**src/rtl/byte_serial_multiplier.sv**
```systemverilog
// RV32M MUL/MULH/MULHSU/MULHU using Horner accumulation over operand B, one byte per cycle, MSB byte first.
// Latency: result valid 4 edges after the accepting edge. Backpressure: the result is held in DONE until ready_i is high.
module byte_serial_multiplier (
    input  logic        clk_i,
    input  logic        rst_n_i,
    input  logic        valid_i,
    output logic        ready_o,
    input  logic [31:0] op_a_i,
    input  logic [31:0] op_b_i,
    input  logic [1:0]  funct_i,
    output logic [31:0] rot_operand_o,
    output logic [1:0]  rol_amount_o,
    input  logic [31:0] rot_result_i,
    output logic        valid_o,
    input  logic        ready_i,
    output logic [31:0] result_o
);

    localparam logic [1:0] IDLE = 2'd0;
    localparam logic [1:0] BUSY = 2'd1;
    localparam logic [1:0] DONE = 2'd2;

    localparam logic [1:0] F_MUL    = 2'b00;
    localparam logic [1:0] F_MULH   = 2'b01;
    localparam logic [1:0] F_MULHSU = 2'b10;

    logic [1:0]  state_q, state_d;
    logic [1:0]  cnt_q, cnt_d;
    logic [63:0] acc_q, acc_d;
    logic [31:0] a_q, a_d;
    logic [31:0] b_q, b_d;
    logic [1:0]  funct_q, funct_d;
    logic [31:0] result_q, result_d;

    logic               a_signed;
    logic               byte_signed;
    logic [7:0]         mul_byte;
    logic signed [32:0] a_ext;
    logic signed [8:0]  byte_ext;
    logic signed [41:0] prod;
    logic [63:0]        acc_next;
    logic               unused_rot_bits;

    // Only the top byte of the rotated word is the current multiplier byte.
    assign mul_byte        = rot_result_i[31:24];
    assign unused_rot_bits = ^rot_result_i[23:0];

    assign a_signed    = (funct_q == F_MULH) || (funct_q == F_MULHSU);
    // Only B's top byte carries the sign, and only for MULH.
    assign byte_signed = (cnt_q == 2'd0) && (funct_q == F_MULH);
    assign a_ext       = $signed({a_signed & a_q[31], a_q});
    assign byte_ext    = $signed({byte_signed & mul_byte[7], mul_byte});
    assign prod        = a_ext * byte_ext;
    assign acc_next    = (acc_q << 8) + {{22{prod[41]}}, prod};

    always_comb begin
        state_d  = state_q;
        cnt_d    = cnt_q;
        acc_d    = acc_q;
        a_d      = a_q;
        b_d      = b_q;
        funct_d  = funct_q;
        result_d = result_q;
        case (state_q)
            IDLE: begin
                if (valid_i) begin
                    a_d     = op_a_i;
                    b_d     = op_b_i;
                    funct_d = funct_i;
                    acc_d   = 64'd0;
                    cnt_d   = 2'd0;
                    state_d = BUSY;
                end
            end
            BUSY: begin
                acc_d = acc_next;
                cnt_d = cnt_q + 2'd1;
                if (cnt_q == 2'd3) begin
                    result_d = (funct_q == F_MUL) ? acc_next[31:0] : acc_next[63:32];
                    state_d  = DONE;
                end
            end
            DONE: begin
                if (ready_i) begin
                    state_d = IDLE;
                end
            end
            default: state_d = IDLE;
        endcase
    end

    always_ff @(posedge clk_i or negedge rst_n_i) begin
        if (!rst_n_i) begin
            state_q  <= IDLE;
            cnt_q    <= 2'd0;
            acc_q    <= 64'd0;
            a_q      <= 32'd0;
            b_q      <= 32'd0;
            funct_q  <= 2'd0;
            result_q <= 32'd0;
        end else begin
            state_q  <= state_d;
            cnt_q    <= cnt_d;
            acc_q    <= acc_d;
            a_q      <= a_d;
            b_q      <= b_d;
            funct_q  <= funct_d;
            result_q <= result_d;
        end
    end

    assign ready_o       = (state_q == IDLE);
    assign valid_o       = (state_q == DONE);
    assign rol_amount_o  = (state_q == BUSY) ? cnt_q : 2'd0;
    assign rot_operand_o = b_q;
    assign result_o      = result_q;

endmodule

```
**config.mk**
```make
export PLATFORM = sky130hd
export DESIGN_NAME = byte_serial_multiplier
export DESIGN_NICKNAME = d
export VERILOG_FILES = /design/src/rtl/byte_serial_multiplier.sv
export SDC_FILE = /design/constraint.sdc
export NUM_CORES = 1
export LEC_CHECK = 0
export CAP_MARGIN = 10
export CORE_MARGIN = 2
export CORE_UTILIZATION = 25
export DETAILED_ROUTE_END_ITERATION = 10
export GPL_TIMING_DRIVEN = 0
export PLACE_DENSITY = 0.53
export REMOVE_ABC_BUFFERS = 1
export SLEW_MARGIN = 20
export SYNTH_ARGS = -nofsm -noshare
export SYNTH_HDL_FRONTEND = slang
export SYNTH_SLANG_ARGS = --single-unit
```
**constraint.sdc**
```tcl
create_clock -name clk_i -period 10.7 [get_ports clk_i]
set_input_delay 1.07 -clock clk_i [delete_from_list [all_inputs] [get_ports clk_i]]
set_output_delay 1.07 -clock clk_i [all_outputs]
set_load 0.02 [all_outputs]
```
After elaboration in Yosys (flattened, before gate mapping). Cells that the tools add are included.

Output and inout port bits: 68. Logic and storage cells: 40. Register bits after elaboration: 158. Bits of input ports: 102.

Equal/unequal tests: 8. $add $sub $neg: 2. Multiply operators: 1. Bitwise gates (word level): 2. Reductions and logical operators: 10. Mux-type cells: 10.

Operators by type and width (number): $pmux W56 S2 (1); $add A64 B64 Y64 (1); $mux W56 (1); $mul A33 B9 Y42 (1); $mux W32 (1); $mux W2 (5); $eq A2 B2 Y1 const B (3); $logic_not A2 Y1 (3); $pmux W2 S3 (1); $reduce_and A2 Y1 (3); $eq A2 B1 Y1 const B (2); $ne A2 B2 Y1 const B (2); $pmux W2 S2 (1); $reduce_and A3 Y1 (1); $add A2 B1 Y2 const B (1); $and A1 B1 Y1 (2); $ne A2 B1 Y1 const B (1); $reduce_bool A2 Y1 (1); $logic_and A1 B1 Y1 (1); $logic_or A1 B1 Y1 (1).

Logic depth before layout (Yosys ltp). Gate-level depths: netlist (run 1).

Depth in word-level cells: 6. Depth in mapped cells: 38. Mapped depth without buffers: 36.

Least setup slack after synthesis (run 1). No wires, ideal clock.

Path type: input port to flip-flop. Start: input port rot_result_i[24]. End: register result_q[27] (netlist: result_o[27]). Setup time: 142 ps. Arrival: 9254 ps. Path buffers: 2. Stages: 33. Data required time: 10558 ps. Setup slack: 1304 ps. Cell sequence: clkbuf_1 clkbuf_1 nand2_1 fa_1 inv_1 fa_1 fa_1 fa_1 inv_1 fa_1 inv_1 ha_1 o211a_1 o31ai_1 a21oi_1 o21ai_1 o32ai_2 a21oi_1 and2_1 o41ai_2 xor2_1 ha_1 a21o_1 a21o_1 a21oi_1 o21ai_0 a31oi_1 nand2_1 o31a_1 a41oi_1 a2111oi_0 a31oi_1 a31oi_1.

Word-level cells in the longest chain between the ends: 3.

Ends and longest elaborated chain: start: declaration (RTL line 13) `input logic [31:0] rot_result_i,`; $mul A33 B9 Y42 (RTL line 53) `assign prod = a_ext * byte_ext;`; $add A64 B64 Y64 (RTL line 54) `assign acc_next = (acc_q << 8) + {{22{prod[41]}}, prod};`; $mux W32 (RTL line 79) `result_d = (funct_q == F_MUL) ? acc_next[31:0] : acc_next[63:32];`; end signal: assignment (RTL line 108) `result_q <= result_d;`; end: declaration (RTL line 33) `logic [31:0] result_q, result_d;`.

No other way between the ends. A chain may end at the register's enable or synchronous reset.

Worst setup path after layout (run 1).
Start: input port rot_result_i[31]. End: register result_q[31] (netlist: result_o[31]).

Word-level cells in the longest chain between the ends: 4.

Ends and longest elaborated chain: $and A1 B1 Y1 (RTL line 52) `assign byte_ext = $signed({byte_signed & mul_byte[7], mul_byte});`; $mul A33 B9 Y42 * (RTL line 53); $add A64 B64 Y64 * (RTL line 54); $mux W32 * (RTL line 79).

Every way passes the cells marked *; elsewhere a longest branch is shown, timed or not.

==> summary.md, run 1 <==
| Metric | Value |
|---|---|
| GRT Overall Usage | 13.4% |
| Worst path bufs/invs | 5 |
| Vert. Die Dim | 283 µm |
| Initial antenna violation count | 1 |
| Yosys warns | 0 |
| Io pins | 170 |
| Antenna viol nets, final | 0 |
| Most frequent cells after synthesis | inv_1, fa_1, nand2_1, and2_1, dfrtp_1 |
| Dominant cell type by area after synthesis | fa_1 |
| # port buffers | 145 |
| Arrival @ worst endpoint | 10.54 ns |
| Hold WS | 0.475 ns |
| Routed length per instance | 15.6 µm |
| Clock Latency Late Sink | 0.49 ns |
| Total of max-cap violations | 0 |
| Levels on crit path | 34 |
| Initial DRT Pass Iterations | 5 |
| PnR worst setup slack | 0.535 ns |
| CTS tree | yes |
| Layout cell share with drive strength beyond 1 | 6.35% |
| Die width | 283 µm |
| Syn-to-layout area delta | 16.2% |
| Syn_area_per_cell | 8.90 µm² |
| Met3 GRT Util | 1.93% |
| Fill cells | 8246 |
| Initial DRC Count | 626 |
| Top cells by area, synth | fa_1, dfrtp_1, ha_1 |
| Top cell family by delay on the critical path | compound AO/OA/AOI/OAI gates |
| Setup TNS | 0 ns |
| Worst-margin pin slew | 0.933 ns |
| Cell Area, Synth | 19400 µm² |
| Largest net degree at the start of global routing | 69 |
| # setup viols final | 0 |
| Fmax | 98.4 MHz |
| Fin crit period | 10.17 ns |
| Row Count | 102 |
| GP Congestion | 0.845 |
| H-tree level count | 4 |
| Startpoint Class | input port |
| CP required | 11.07 ns |
| Async SR Flop Fraction | 100% |
| Final max-slew violation count | 0 |
| Post-synthesis sequential area ratio | 20.4% |
| Routed wire length | 51400 µm |
| Vias | 14700 |
| First-pass GRT wire length | 84600 µm |
| Grt met1 use | 19.2% |
| Number of distinct library cells after synthesis | 70 |
| ANT cells | 0 |
| Final hold violation count | 0 |
| Slew Limit Headroom | 37.4% |
| CP max stage delay | 0.61 ns |
| Final period util | 95.0% |
| Worst-case clock buffer depth | 2 |
| Clock slew at reported path FFs | 0.07 ns |
| Final #Nets | 2726 |
| Core area | 77200 µm² |
| Most common cell in the netlist | inv_1 |
| Top FF cell, synth | dfrtp_1 |
| R2R depth | 35 |
| Mapped Cells | 2183 |
| CP max stage cell | o41ai_4 |
| CP Max Fanout | 34 |
| Overall die area | 80000 µm² |
| Vias in the first global route | 15100 |
| Synth Register Bits | 158 |
| Initial core utilization | 25.2% |
| DRC viols | 0 |
| Setup WS pre-CTS | -0.400 ns |
| Worst hold path class | in2async |
| Final Core Density | 29.2% |
| CTS sink cnt | 158 |
| Placed wire-length estimate | 40200 µm |
| Final Skew | 0.0147 ns |
| Critical Path Most Common Cell | fa_1 |
| Status | finished, final reports clean |
| GRT overflow | 0 |
| TritonCTS Buffers | 17 |
| Via/cell ratio | 4.48 |
| Met2 GRT Util | 21.4% |
| Global routing's busiest layer | met2 |
| Hold_buf cts | 0 |
| Worst Setup Path Type | in2reg |
| Number of synthesized flops with an enable pin | 0 |
| Endpoint type of the worst setup path | flip-flop |
| Root Buffer | clkbuf_16 |
| Synth top area share | 24.6% |
[final cells by class]
type                       count  area, µm²  share of cell area, %
multi-input combinational   1589      13900                   61.6
sequential                   158       3950                   17.5
timing repair buffer         154       1640                   7.25
tap                         1040       1300                   5.76
inverter                     319       1200                   5.30
clock buffer                  17        425                   1.88
clock inverter                15        164                  0.726
[logic make-up after synthesis]
logic type	synth area share (%)
buf+inv	8.51
flops	20.4
mux	4.15
fa+ha+maj	34.0
compound gates	12.3
simple gates	16.5
xor+xnor	4.13
[registers in the layout, indices dropped and copies added (netlist names)]
name           count
cnt_q              2
result_o          32
a_q               32
funct_q            2
rot_operand_o     32
state_q            2
acc_q             56
[what timing repair did]
action,in CTS,in global routing
endpoints found under the setup margin,0,8
gates resized for setup,0,3
buffers inserted,0,0
[per-layer routing]
metal,up-vias,share of wire [%]
met3,30,2.8
met2,178,47
met4,0,1.4
met1,7373,49
met5,-,0
li1,7153,-
[placed cells by master (no fill, tap or decap), types with 8 or more instances in the layout]
cell type | synthesis | final
a211oi_1 | 8 | 8
a21o_1 | 42 | 42
a21oi_1 | 114 | 114
a31oi_1 | 17 | 17
and2_1 | 158 | 158
and3_1 | 23 | 23
clkbuf_16 | 0 | 17
clkdlybuf4s50_1 | 0 | 136
dfrtp_1 | 158 | 158
fa_1 | 239 | 239
ha_1 | 146 | 145
inv_1 | 319 | 319
mux2_2 | 69 | 69
nand2_1 | 239 | 237
nand2b_1 | 15 | 14
nand3_1 | 76 | 75
nand4_1 | 13 | 13
nor2_1 | 96 | 96
nor2b_1 | 10 | 9
nor3_1 | 12 | 12
o211ai_1 | 9 | 9
o21a_1 | 11 | 11
o21ai_0 | 52 | 52
o21ai_1 | 60 | 60
o21bai_1 | 14 | 14
xnor2_1 | 60 | 60
xor2_1 | 29 | 28
[worst paths after layout]
kind                                  startpoint               end  slack [ns]
worst max-delay path            rot_result_i[31]      result_o[31]        0.53
worst min-delay path                     rst_n_i  rot_operand_o[2]        0.47
worst max register to register          cnt_q[0]      result_o[31]        0.94
worst min register to register       result_o[9]       result_o[9]        0.48
max in group asynchronous                rst_n_i      result_o[10]        9.53
min in group clk_i                   result_o[9]       result_o[9]        0.48
[through the flow]
stage / cells / instance area, µm²
after CTS: 3291 / 22500
after floorplan: 2065 / 19000
after global placement: 3250 / 21700
after detailed placement: 3259 / 22000
final: 3292 / 22600
after global routing: 3292 / 22600
Power of run 1 is not shown: default switching activity piles up to over one toggle a cycle in this logic, so the estimate is an artifact.
==> run 2: changes to the inputs <==
--- a/config.mk
+++ b/config.mk
@@ -5,7 +5,7 @@
 export SDC_FILE = /design/constraint.sdc
 export NUM_CORES = 1
 export LEC_CHECK = 0
-export CAP_MARGIN = 10
+export CAP_MARGIN = 20
 export CORE_MARGIN = 2
 export CORE_UTILIZATION = 25
 export DETAILED_ROUTE_END_ITERATION = 10
==> results of run 2 <==
Same layout as run 1: the final DEF is identical, and so are final timing and power.
Power of run 2 is left out for the same reason.
